[src/rtl/shape_sequencer.sv]
// Splits one accepted draw command into primitive line/circle draws for the raster engine,
// stepping the opdata splitter select and registering each primitive's endpoints and colour.
module shape_sequencer #(
  parameter int POS_W = 19,
  parameter int COL_W = 16,
  parameter int SEL_W = 4
) (
  input  logic               clk,
  input  logic               rst,
  input  logic               cmd_valid,
  input  logic [1:0]         cmd_shape,
  output logic               cmd_ready,
  output logic [SEL_W-1:0]   output_sel,
  input  logic [2*POS_W-1:0] locations,
  input  logic [COL_W-1:0]   color,
  output logic               draw_start,
  output logic               draw_kind,
  output logic [POS_W-1:0]   draw_p0,
  output logic [POS_W-1:0]   draw_p1,
  output logic [COL_W-1:0]   draw_color,
  input  logic               draw_done,
  output logic               busy,
  output logic               shape_done,
  output logic               shape_err
);

  localparam logic [2:0] S_IDLE   = 3'd0;
  localparam logic [2:0] S_SEL    = 3'd1;
  localparam logic [2:0] S_LAUNCH = 3'd2;
  localparam logic [2:0] S_WAIT   = 3'd3;
  localparam logic [2:0] S_DONE   = 3'd4;
  localparam logic [2:0] S_ERR    = 3'd5;

  localparam logic [1:0] SHAPE_LINE   = 2'b00;
  localparam logic [1:0] SHAPE_TRI    = 2'b01;
  localparam logic [1:0] SHAPE_CIRCLE = 2'b10;

  localparam logic [SEL_W-1:0] SEL_LL1 = SEL_W'(0);
  localparam logic [SEL_W-1:0] SEL_TL1 = SEL_W'(1);
  localparam logic [SEL_W-1:0] SEL_CA1 = SEL_W'(4);

  logic [2:0] state;
  logic [1:0] seg_cnt;
  logic [1:0] seg_last;
  logic [1:0] kind_q;

  // Handshake and pulse outputs are pure state decodes, so they are clean during reset.
  assign cmd_ready  = (state == S_IDLE);
  assign busy       = (state != S_IDLE);
  assign draw_start = (state == S_LAUNCH);
  assign shape_done = (state == S_DONE);
  assign shape_err  = (state == S_ERR);

  // NOTE: all state below uses non-blocking assignments so every register samples pre-edge values.
  always_ff @(posedge clk or posedge rst) begin
    if (rst) begin
      state      <= S_IDLE;
      seg_cnt    <= 2'd0;
      seg_last   <= 2'd0;
      kind_q     <= 2'd0;
      output_sel <= SEL_LL1;
      draw_kind  <= 1'b0;
      draw_p0    <= '0;
      draw_p1    <= '0;
      draw_color <= '0;
    end else begin
      case (state)
        S_IDLE: begin
          if (cmd_valid) begin
            kind_q  <= cmd_shape;
            seg_cnt <= 2'd0;
            case (cmd_shape)
              SHAPE_LINE: begin
                output_sel <= SEL_LL1;
                seg_last   <= 2'd0;
                state      <= S_SEL;
              end
              SHAPE_TRI: begin
                output_sel <= SEL_TL1;
                seg_last   <= 2'd2;
                state      <= S_SEL;
              end
              SHAPE_CIRCLE: begin
                output_sel <= SEL_CA1;
                seg_last   <= 2'd0;
                state      <= S_SEL;
              end
              default: begin
                output_sel <= SEL_LL1;
                seg_last   <= 2'd0;
                state      <= S_ERR;
              end
            endcase
          end
        end
        // Splitter output has had a full cycle to settle on output_sel.
        S_SEL: begin
          draw_p0    <= locations[2*POS_W-1:POS_W];
          draw_p1    <= locations[POS_W-1:0];
          draw_color <= color;
          draw_kind  <= (kind_q == SHAPE_CIRCLE);
          state      <= S_LAUNCH;
        end
        S_LAUNCH: state <= S_WAIT;
        S_WAIT: begin
          if (draw_done) begin
            if (seg_cnt == seg_last) begin
              output_sel <= SEL_LL1;
              state      <= S_DONE;
            end else begin
              seg_cnt    <= seg_cnt + 2'd1;
              output_sel <= output_sel + SEL_W'(1);
              state      <= S_SEL;
            end
          end
        end
        S_DONE:  state <= S_IDLE;
        S_ERR:   state <= S_IDLE;
        default: state <= S_IDLE;
      endcase
    end
  end

endmodule

[config.mk]
export PLATFORM = sky130hd
export DESIGN_NAME = shape_sequencer
export DESIGN_NICKNAME = d
export VERILOG_FILES = /design/src/rtl/shape_sequencer.sv
export SDC_FILE = /design/constraint.sdc
export NUM_CORES = 1
export LEC_CHECK = 0
export BUFFER_PORTS_ARGS = -buffer_cell sky130_fd_sc_hd__clkbuf_2
export CAP_MARGIN = 20
export CORE_UTILIZATION = 25
export DETAILED_ROUTE_END_ITERATION = 6
export GPL_TIMING_DRIVEN = 0
export PLACE_DENSITY = 0.45
export SKIP_LAST_GASP = 1
export SLEW_MARGIN = 20
export SYNTH_ARGS = -nofsm -noshare
export SYNTH_HDL_FRONTEND = slang
export SYNTH_SLANG_ARGS = --single-unit
[constraint.sdc]
create_clock -name clk -period 2.55 [get_ports clk]
set_input_delay 0.51 -clock clk [delete_from_list [all_inputs] [get_ports clk]]
set_output_delay 0.51 -clock clk [all_outputs]
set_load 0.005 [all_outputs]
==> flow_summary.ini, run 1 <==
[status]
status = complete, no violations

[detailed_routing]
dr_total_vias = 2021
dr.first_iter.drc_count = 71
wirelength_mm = 6.04
wl_per_cell_um = 13.0
dr.pass1.iters = 4
via_per_inst = 4.35
postRouteAntennaNets = 0
drc = 0

[yosys]
ys_warn_count = 0
synth_top_cells_by_area = dfrtp_1 61%, mux2_2 23%, o21ai_0 1.8%
yosys.area.top_type_share = 0.614
synth_nets = 250
yosys.cell_types.count = 33
synth_top_area_cell = dfrtp_1
syn_area_mm2 = 0.00273
yosys_register_bits = 67
yosysSeqAreaShare = 0.614
syn-instance-count = 189
avgSynthCellArea_um2 = 14.5

[power]
vdd_drop_max_v = 0.000379
p_leak_uw = 0.00180
powerDensity_mw_per_mm2 = 1250

[placed_design]
dpl_cell_area_mm2 = 0.00355
numPlacedInstances = 449
place_hpwl_mm = 4.48
numPortBuffers = 123
dp_slack_ns = 0.784
gp_congestion = 0.736

[floorplan]
die_w_um = 107
start_util = 0.261
ioPinCount = 124
core_mm2 = 0.0105
dieArea_mm2 = 0.0113
rows = 37
die_h_um = 107

[worst_setup_path]
rr_endpoint = draw_color[8]
max_stage_delay_ns = 0.46
path_cells = buf_2 -> nor3_1 -> clkbuf_2
start_kind = flip-flop
r2r-start = state[0]
cp-end-kind = primary output
critPathArrivalTime_ns = 1.57
worst-r2r-setup-slack_ns = 0.87
rr_worst_depth = 4
cp_slowest_cell = nor3_1
cp.required_ns = 2.04
critPathMaxFanout = 10
crit_type = flip-flop to primary output

[final_layout]
nets = 385
post-route-cell-area_mm2 = 0.00374
final-instance-count-excl-fill = 465
n_antenna_cell = 0
final_cell_mix = 123 x clkbuf_2, 67 x dfrtp_1, 57 x mux2_2, 10 x o21ai_0, 9 x clkbuf_8
multi_input_area_um2 = 971
fin_util = 0.358
final_common_cell = clkbuf_2
drive_above_1_share = 0.638
fillers = 1099
seq_area_mm2 = 0.00168
syn2layout_area_growth_pct = 37.0

[clocking]
cts.sinks = 67
cts_tree = yes
cts_root_buffer = clkbuf_8
cts_hold_repair.buffers = 0
cts_buffers = 9
clk_pin_slew_worst_paths_ns = 0.08
postCtsSetupBuffers = 0
clk_latency_ns = 0.34
post_cts_resized = 0
htreeDepth = 3
cts_max_path_buffers = 2

[min_path]
hp-class = input pin to async pin

[global_routing]
gr-usage-all-layers = 0.112
grt_pass1_wl_mm = 9.80
grt_pass1_vias = 2052
overflow = 0
grt_max_degree = 45
antenna_found_initial = 0

[timing]
clock.fmax_mhz = 481
max_slew_margin = 0.660
setup_viol = 0
rsz0062_at_grt = no
finalMaxSlewViolations = 0
finalCritPeriodShare = 0.815
worst_slew_pin_slew_ns = 0.506
timing.final.ws_setup_ns = 0.471
finalHoldViolations = 0
clock_skew_ns = 0.00770
fin_crit_ns = 2.08

[flow_run]
max_cap_violations = 0
## layout make-up
| cell class | count | area share |
|---|---|---|
| buffer | 11 | 0.0184 |
| clock buffer | 10 | 0.0341 |
| clock inverter | 6 | 0.0177 |
| inverter | 4 | 0.00468 |
| multi-input combinational | 107 | 0.260 |
| sequential | 67 | 0.448 |
| tap | 136 | 0.0455 |
| timing repair buffer | 124 | 0.172 |
## critical path, delay by kind of cell, from the launching register on
| family | cells | cell delay, ns |
|---|---|---|
| flops | 1 | 0.40 |
| simple gates | 1 | 0.46 |
| buf+inv | 2 | 0.38 |
## synthesized netlist by cell type (all sizes together)
master  count
dfrtp      67
mux2       57
o21ai      11
buf         9
nand2       6
inv         4
nand3b      3
nor3        3
nor3b       3
and3b       2
clkbuf      2
nand2b      2
nand3       2
nor2        2
o22ai       2
a21oi       1
a22o        1
a311oi      1
a31oi       1
a32oi       1
and2        1
and4b       1
ha          1
nand4b      1
o21bai      1
o32ai       1
or2         1
or4b        1
xor2        1
## through the flow
| step | hold slack, ns | total power, uW | setup TNS (ns) |
|---|---|---|---|
| after floorplan | 0.466 | 3090 | 0 |
| after global placement | 0.488 | 3850 | -44.68 |
| after detailed placement | 0.488 | 3890 | 0 |
| after CTS | 0.123 | 4800 | 0 |
| after global routing | 0.129 | 5080 | 0 |
| final | 0.129 | 4690 | 0 |
## metal layers
| layer | vias to the layer above | GRT usage | part of all wire |
|---|---|---|---|
| li1 | 942 | - | - |
| met1 | 987 | 0.136 | 0.44 |
| met2 | 83 | 0.179 | 0.47 |
| met3 | 9 | 0.0417 | 0.069 |
| met4 | 0 | 0.0470 | 0.016 |
| met5 | - | 0 | 0 |
## registers in the layout (all words and copies together), names as in the netlist
name        count
seg_cnt         2
state           3
output_sel      4
draw_p0        19
draw_p1        19
draw_kind       1
seg_last        1
draw_color     16
kind_q          2
## cells by family after synthesis
group | Yosys count | synth area share
DFF | 67 | 0.614
muxes | 57 | 0.235
and+or+nand+nor | 28 | 0.0669
AOI/OAI and AO/OA | 20 | 0.0458
buffers and inverters | 15 | 0.0307
xor gates and xnor gates | 1 | 0.00321
adders and majority gates | 1 | 0.00458
## worst max-delay path by stage
| stage | to | start | cells after the start |
|---|---|---|---|
| floorplan | draw_color[0] | rst | 1 |
| global placement | output_sel[1] | rst | 2 |
| detailed placement | output_sel[0] | cmd_valid | 5 |
| CTS | cmd_ready | state[2] | 3 |
| global route | busy | state[1] | 4 |
| finish | cmd_ready | state[2] | 3 |
## power breakdown
group          internal (uW)  switching (uW)  total, uW  leakage (uW)
logic                   1130             829       1960      0.000915
registers               1600             268       1870      0.000801
clock network            452             419        871     0.0000885
total                   3180            1520       4690       0.00180
No activity file was read; power rests on OpenSTA's default activity.
==> inputs of run 2 (changes only) <==
Settings changed: PLACE_DENSITY 0.45 to 0.47.
Clock period 2.55 ns to 1.8 ns, I/O delays scaled along.
==> run 2 against run 1 <==
Against the previous run: die area stayed put; first-iteration DRC count is 15% lower; non-clock buffer count is 2 higher; core utilization is 0.73 points higher.
==> flow_summary.ini, run 2 (same netlist as run 1, synthesis figures left out) <==
[global_routing]
grt_use_met2 = 0.178
met3_usage = 0.0405
grt_max_degree = 33
busiest_layer = met2
antenna_found_initial = 0
overflow = 0
grt_pass1_vias = 1980
grt_pass1_wl_mm = 9.76
gr-usage-all-layers = 0.112
grt_use_met1 = 0.136

[floorplan]
die_w_um = 107
dieArea_mm2 = 0.0113
core_mm2 = 0.0105
die_h_um = 107
ioPinCount = 124
start_util = 0.261
rows = 37

[timing]
finalHoldViolations = 0
clock.fmax_mhz = 571
setup_viol = 0
timing.final.ws_setup_ns = 0.0490
finalCritPeriodShare = 0.973
clock_skew_ns = 0.00968
rsz0062_at_grt = yes
fin_setup_tns_ns = 0
finalMaxSlewViolations = 0
fin_crit_ns = 1.75
worst_slew_pin_slew_ns = 0.394
max_slew_margin = 0.736

[clocking]
htreeDepth = 3
cts_buffers = 9
clk_pin_slew_worst_paths_ns = 0.08
clk_latency_ns = 0.33
cts_max_path_buffers = 2
cts.sinks = 67
cts_tree = yes
cts_root_buffer = clkbuf_8

[power]
p_switching_uw = 2160
switching_share = 0.310
powerDensity_mw_per_mm2 = 1820
power_frac_clock = 0.217
internal-power_uw = 4800
vdd_drop_max_v = 0.000575
seqPwrFrac = 0.381
pwr-share-comb = 0.402
p_leak_uw = 0.00184

[final_layout]
drive_above_1_share = 0.645
final_cell_mix = 123 x clkbuf_2, 67 x dfrtp_1, 57 x mux2_2, 10 x o21ai_0, 9 x clkbuf_8
syn2layout_area_growth_pct = 39.8
top_regs = draw_p0: 19 flops, draw_p1: 19 flops, draw_color: 16 flops
n_antenna_cell = 0
post-route-cell-area_mm2 = 0.00382
final_common_cell = clkbuf_2
nets = 387

[worst_setup_path]
critPathMaxFanout = 10
start_kind = flip-flop
cp.required_ns = 1.44
cp-end-kind = primary output
critPathArrivalTime_ns = 1.39
crit_type = flip-flop to primary output

[detailed_routing]
drc = 0
wl_per_cell_um = 13.1
dr.pass1.iters = 4
dr.first_iter.drc_count = 60
postRouteAntennaNets = 0
wirelength_mm = 6.10
dr_total_vias = 1999
via_per_inst = 4.29

[flow_run]
max_cap_violations = 0

[placed_design]
dpl_cell_area_mm2 = 0.00356
place_hpwl_mm = 4.51
dp_slack_ns = 0.0758
gp_congestion = 0.748
numPortBuffers = 123

[min_path]
hp-class = input pin to flip-flop

[status]
status = complete, no violations
run 2: cell count changes in the layout (fill, tap and decap cells not counted):
cell           previous run  this run
buf_12                    0         2
bufinv_16                 1         3
clkbuf_1                  3         1
buf_16                    1         0
buf_4                     4         5
clkinv_2                  1         0
clkinv_4                  1         0
dlygate4sd3_1             0         1
inv_4                     1         0
inv_6                     0         1
nor3_1                    3         2
nor3_2                    0         1
run 2: metrics by stage:
| step | util | hold slack [ns] | power [uW] | std cells |
|---|---|---|---|---|
| floorplan | - | 0.464 | 4380 | 189 |
| global placement | 0.337 | 0.488 | 5450 | 448 |
| detailed placement | 0.340 | 0.295 | 5540 | 450 |
| CTS | 0.365 | 0.226 | 7100 | 466 |
| global route | 0.365 | 0.216 | 7500 | 466 |
| finish | 0.365 | 0.251 | 6950 | 466 |
run 2: layout make-up:
class | count | area [um2]
fillers | 1081 | 6650
flip-flops and latches | 67 | 1680
multi-input cells | 107 | 976
repair buffers | 126 | 666
well taps | 136 | 170
clock buffers | 9 | 124
clock inverters | 6 | 114
plain buffers | 11 | 72.6
inverters | 4 | 18.8
run 2: power by group through the flow:
| stage | Combinational (uW) | Sequential, uW | Clock (uW) |
|---|---|---|---|
| after CTS | 2860 | 2660 | 1580 |
| after detailed placement | 2840 | 2690 | 0 |
| after floorplan | 1680 | 2710 | 0 |
| final | 2790 | 2650 | 1510 |
| after global placement | 2800 | 2650 | 0 |
| after global routing | 3100 | 2760 | 1640 |
run 2: path summary, 6_finish.rpt:
kind | from | end | slack [ns] | cells past startpoint
hold / removal | locations[24] | draw_p0[5] | 0.25 | 2
min in group asynchronous | rst | draw_color[9] | 0.50 | 3
max in group asynchronous | rst | draw_p1[6] | 0.88 | 4
setup / recovery | state[2] | busy | 0.05 | 4
setup reg to reg | state[0] | draw_color[3] | 0.15 | 4
hold reg to reg | draw_p1[8] | draw_p1[8] | 0.51 | 1
run 2: routing by layer:
layer / share of wire / routed length, um / vias to the layer above
met2: 0.46 / 2840 / 82
met3: 0.077 / 470 / 4
met5: 0 / 0 / -
li1: - / - / 943
met4: 0.010 / 61 / 0
met1: 0.45 / 2730 / 970
run 2: worst max-delay path, stage by stage, from the launching register on:
cell and delay (ns):
dfrtp_1 0.39, buf_2 0.18, nor3_2 0.30, inv_1 0.07, clkbuf_2 0.11
run 2: what timing repair did:
| item | 4_1_cts | 5_1_grt |
|---|---|---|
| buffers inserted | 0 | 0 |
| hold endpoints to repair | 6 | 0 |
| hold buffers | 1 | 0 |
| endpoints found under the setup margin | 3 | 41 |
| gates resized for setup | 2 | 3 |
==> inputs of run 3 (changes only) <==
--- a/config.mk
+++ b/config.mk
@@ -9,4 +9,5 @@
 export CAP_MARGIN = 20
 export CORE_UTILIZATION = 25
+export CTS_CLUSTER_DIAMETER = 50
 export DETAILED_ROUTE_END_ITERATION = 6
 export GPL_TIMING_DRIVEN = 0
==> constraint.sdc (replaced) <==
create_clock -name clk -period 1.8 [get_ports clk]
set_input_delay 0.36 -clock clk [delete_from_list [all_inputs] [get_ports clk]]
set_output_delay 0.36 -clock clk [all_outputs]
set_load 0.05 [all_outputs]
==> run 3 against run 2 <==
Against the previous run: hold slack worse by 0.20 ns; sequential share of layout area down 0.47 points; register-to-register slack worse by 0.04 ns; core utilization up 0.42 points; setup slack better by 0.024 ns; non-clock buffer count up 3; sequential cell count unchanged; global-route usage down 0.37 points; critical endpoint is now cmd_ready.
==> flow_summary.ini, run 3 (same netlist as run 1, synthesis figures left out) <==
[status]
status = complete, no violations

[detailed_routing]
dr.pass1.iters = 5
postRouteAntennaNets = 0
wl_per_cell_um = 12.5
dr.first_iter.drc_count = 34
via_per_inst = 4.27
drc = 0
dr_total_vias = 2009
wirelength_mm = 5.90

[worst_setup_path]
cp.required_ns = 1.44
start_kind = flip-flop
critPathArrivalTime_ns = 1.37
crit_buf_inv = 2
worst-r2r-setup-slack_ns = 0.11
critPathMaxFanout = 5
path_cells = buf_4 -> nor3_4 -> clkbuf_8
crit_type = flip-flop to primary output
cp-end-kind = primary output
max_stage_delay_ns = 0.43
rr_worst_depth = 5
cp_slowest_cell = dfrtp_2
cp_top_family = flip-flops
rr_endpoint = output_sel[0]
r2r-start = state[1]

[timing]
setup_viol = 0
fin_crit_ns = 1.73
timing.final.ws_setup_ns = 0.0731
max_slew_margin = 0.640
finalCritPeriodShare = 0.959
worst_slew_pin_slew_ns = 0.538
rsz0062_at_grt = yes
finalHoldViolations = 0
clock.fmax_mhz = 579
finalMaxSlewViolations = 0
clock_skew_ns = 0.0100

[final_layout]
n_antenna_cell = 0
seq_area_mm2 = 0.00168
fillers = 1060
nets = 390
top_regs = draw_p0: 19 flops, draw_p1: 19 flops, draw_color: 16 flops
syn2layout_area_growth_pct = 41.4
final-instance-count-excl-fill = 470
final_cell_mix = 118 x clkbuf_2, 66 x dfrtp_1, 57 x mux2_2, 11 x clkbuf_8, 10 x o21ai_0
multi_input_area_um2 = 992
post-route-cell-area_mm2 = 0.00386
final_common_cell = clkbuf_2
drive_above_1_share = 0.665

[global_routing]
overflow = 0
antenna_found_initial = 0
gr-usage-all-layers = 0.109
grt_pass1_wl_mm = 9.58
busiest_layer = met2
grt_use_met2 = 0.171
grt_use_met1 = 0.136
grt_pass1_vias = 1982
grt_max_degree = 26
met3_usage = 0.0435

[placed_design]
numPortBuffers = 123
gp_congestion = 0.711
dp_slack_ns = 0.0742
dpl_cell_area_mm2 = 0.00358
place_hpwl_mm = 4.41
numPlacedInstances = 450

[floorplan]
die_w_um = 107
die_h_um = 107
rows = 37
core_mm2 = 0.0105
start_util = 0.261
dieArea_mm2 = 0.0113
ioPinCount = 124

[clocking]
clk_latency_ns = 0.34
clk_pin_slew_worst_paths_ns = 0.07
cts_max_path_buffers = 2
cts_root_buffer = clkbuf_8
htreeDepth = 3
cts_hold_repair.buffers = 0
cts_tree = yes
cts_buffers = 9
cts.sinks = 67

[min_path]
hp-class = input pin to async pin

[flow_run]
max_cap_violations = 0
==> run 3: metrics by stage <==
| step | hold slack, ns | TNS [ns] | util |
|---|---|---|---|
| 2_1_floorplan | 0.464 | -0.370 | - |
| 5_1_grt | 0.0651 | 0 | 0.369 |
| 4_1_cts | 0.0500 | 0 | 0.367 |
| 3_3_place_gp | 0.488 | 0 | 0.338 |
| 6_report | 0.0547 | 0 | 0.369 |
| 3_5_place_dp | 0.431 | 0 | 0.342 |
==> run 3: final cells by class <==
cell class / instances / area share
timing repair buffer: 129 / 0.186
clock inverter: 7 / 0.0198
tap: 136 / 0.0441
clock buffer: 9 / 0.0321
sequential: 67 / 0.435
inverter: 4 / 0.00486
buffer: 11 / 0.0217
multi-input combinational: 107 / 0.257
==> run 3: how the worst max path moves through the flow <==
stage                endpoint  slack (ns)      from  cells past startpoint
2_1_floorplan            busy       -0.31  state[2]                      3
3_3_place_gp    draw_color[0]        0.05  state[0]                      4
3_5_place_dp   draw_color[12]        0.07  state[0]                      4
4_1_cts            shape_done        0.01  state[0]                      3
5_1_grt             cmd_ready     0.00009  state[0]                      3
6_report            cmd_ready        0.07  state[0]                      3
==> run 3: worst register-to-register path: cells and delay by family, from the launching register on <==
family                 cells  cell delay, ns
buffers and inverters      2            0.30
flip-flops                 1            0.41
multiplexers               1            0.33
AND/OR/NAND/NOR            2            0.54
==> run 3: repair_timing <==
item | CTS | global route
resized for setup | 14 | 5
setup endpoints to repair | 5 | 43
pin swaps | 1 | 2
hold endpoints to repair | 0 | 0
buffers inserted | 2 | 2
==> run 3: metal layers <==
| metal | vias up | share of wire |
|---|---|---|
| li1 | 950 | - |
| met1 | 978 | 0.45 |
| met2 | 75 | 0.46 |
| met3 | 6 | 0.077 |
| met4 | 0 | 0.011 |
| met5 | - | 0 |
Power of run 3 is left out: the tool's default activity adds up to more than one toggle a clock period on the data nets, which glitch-free logic cannot reach.
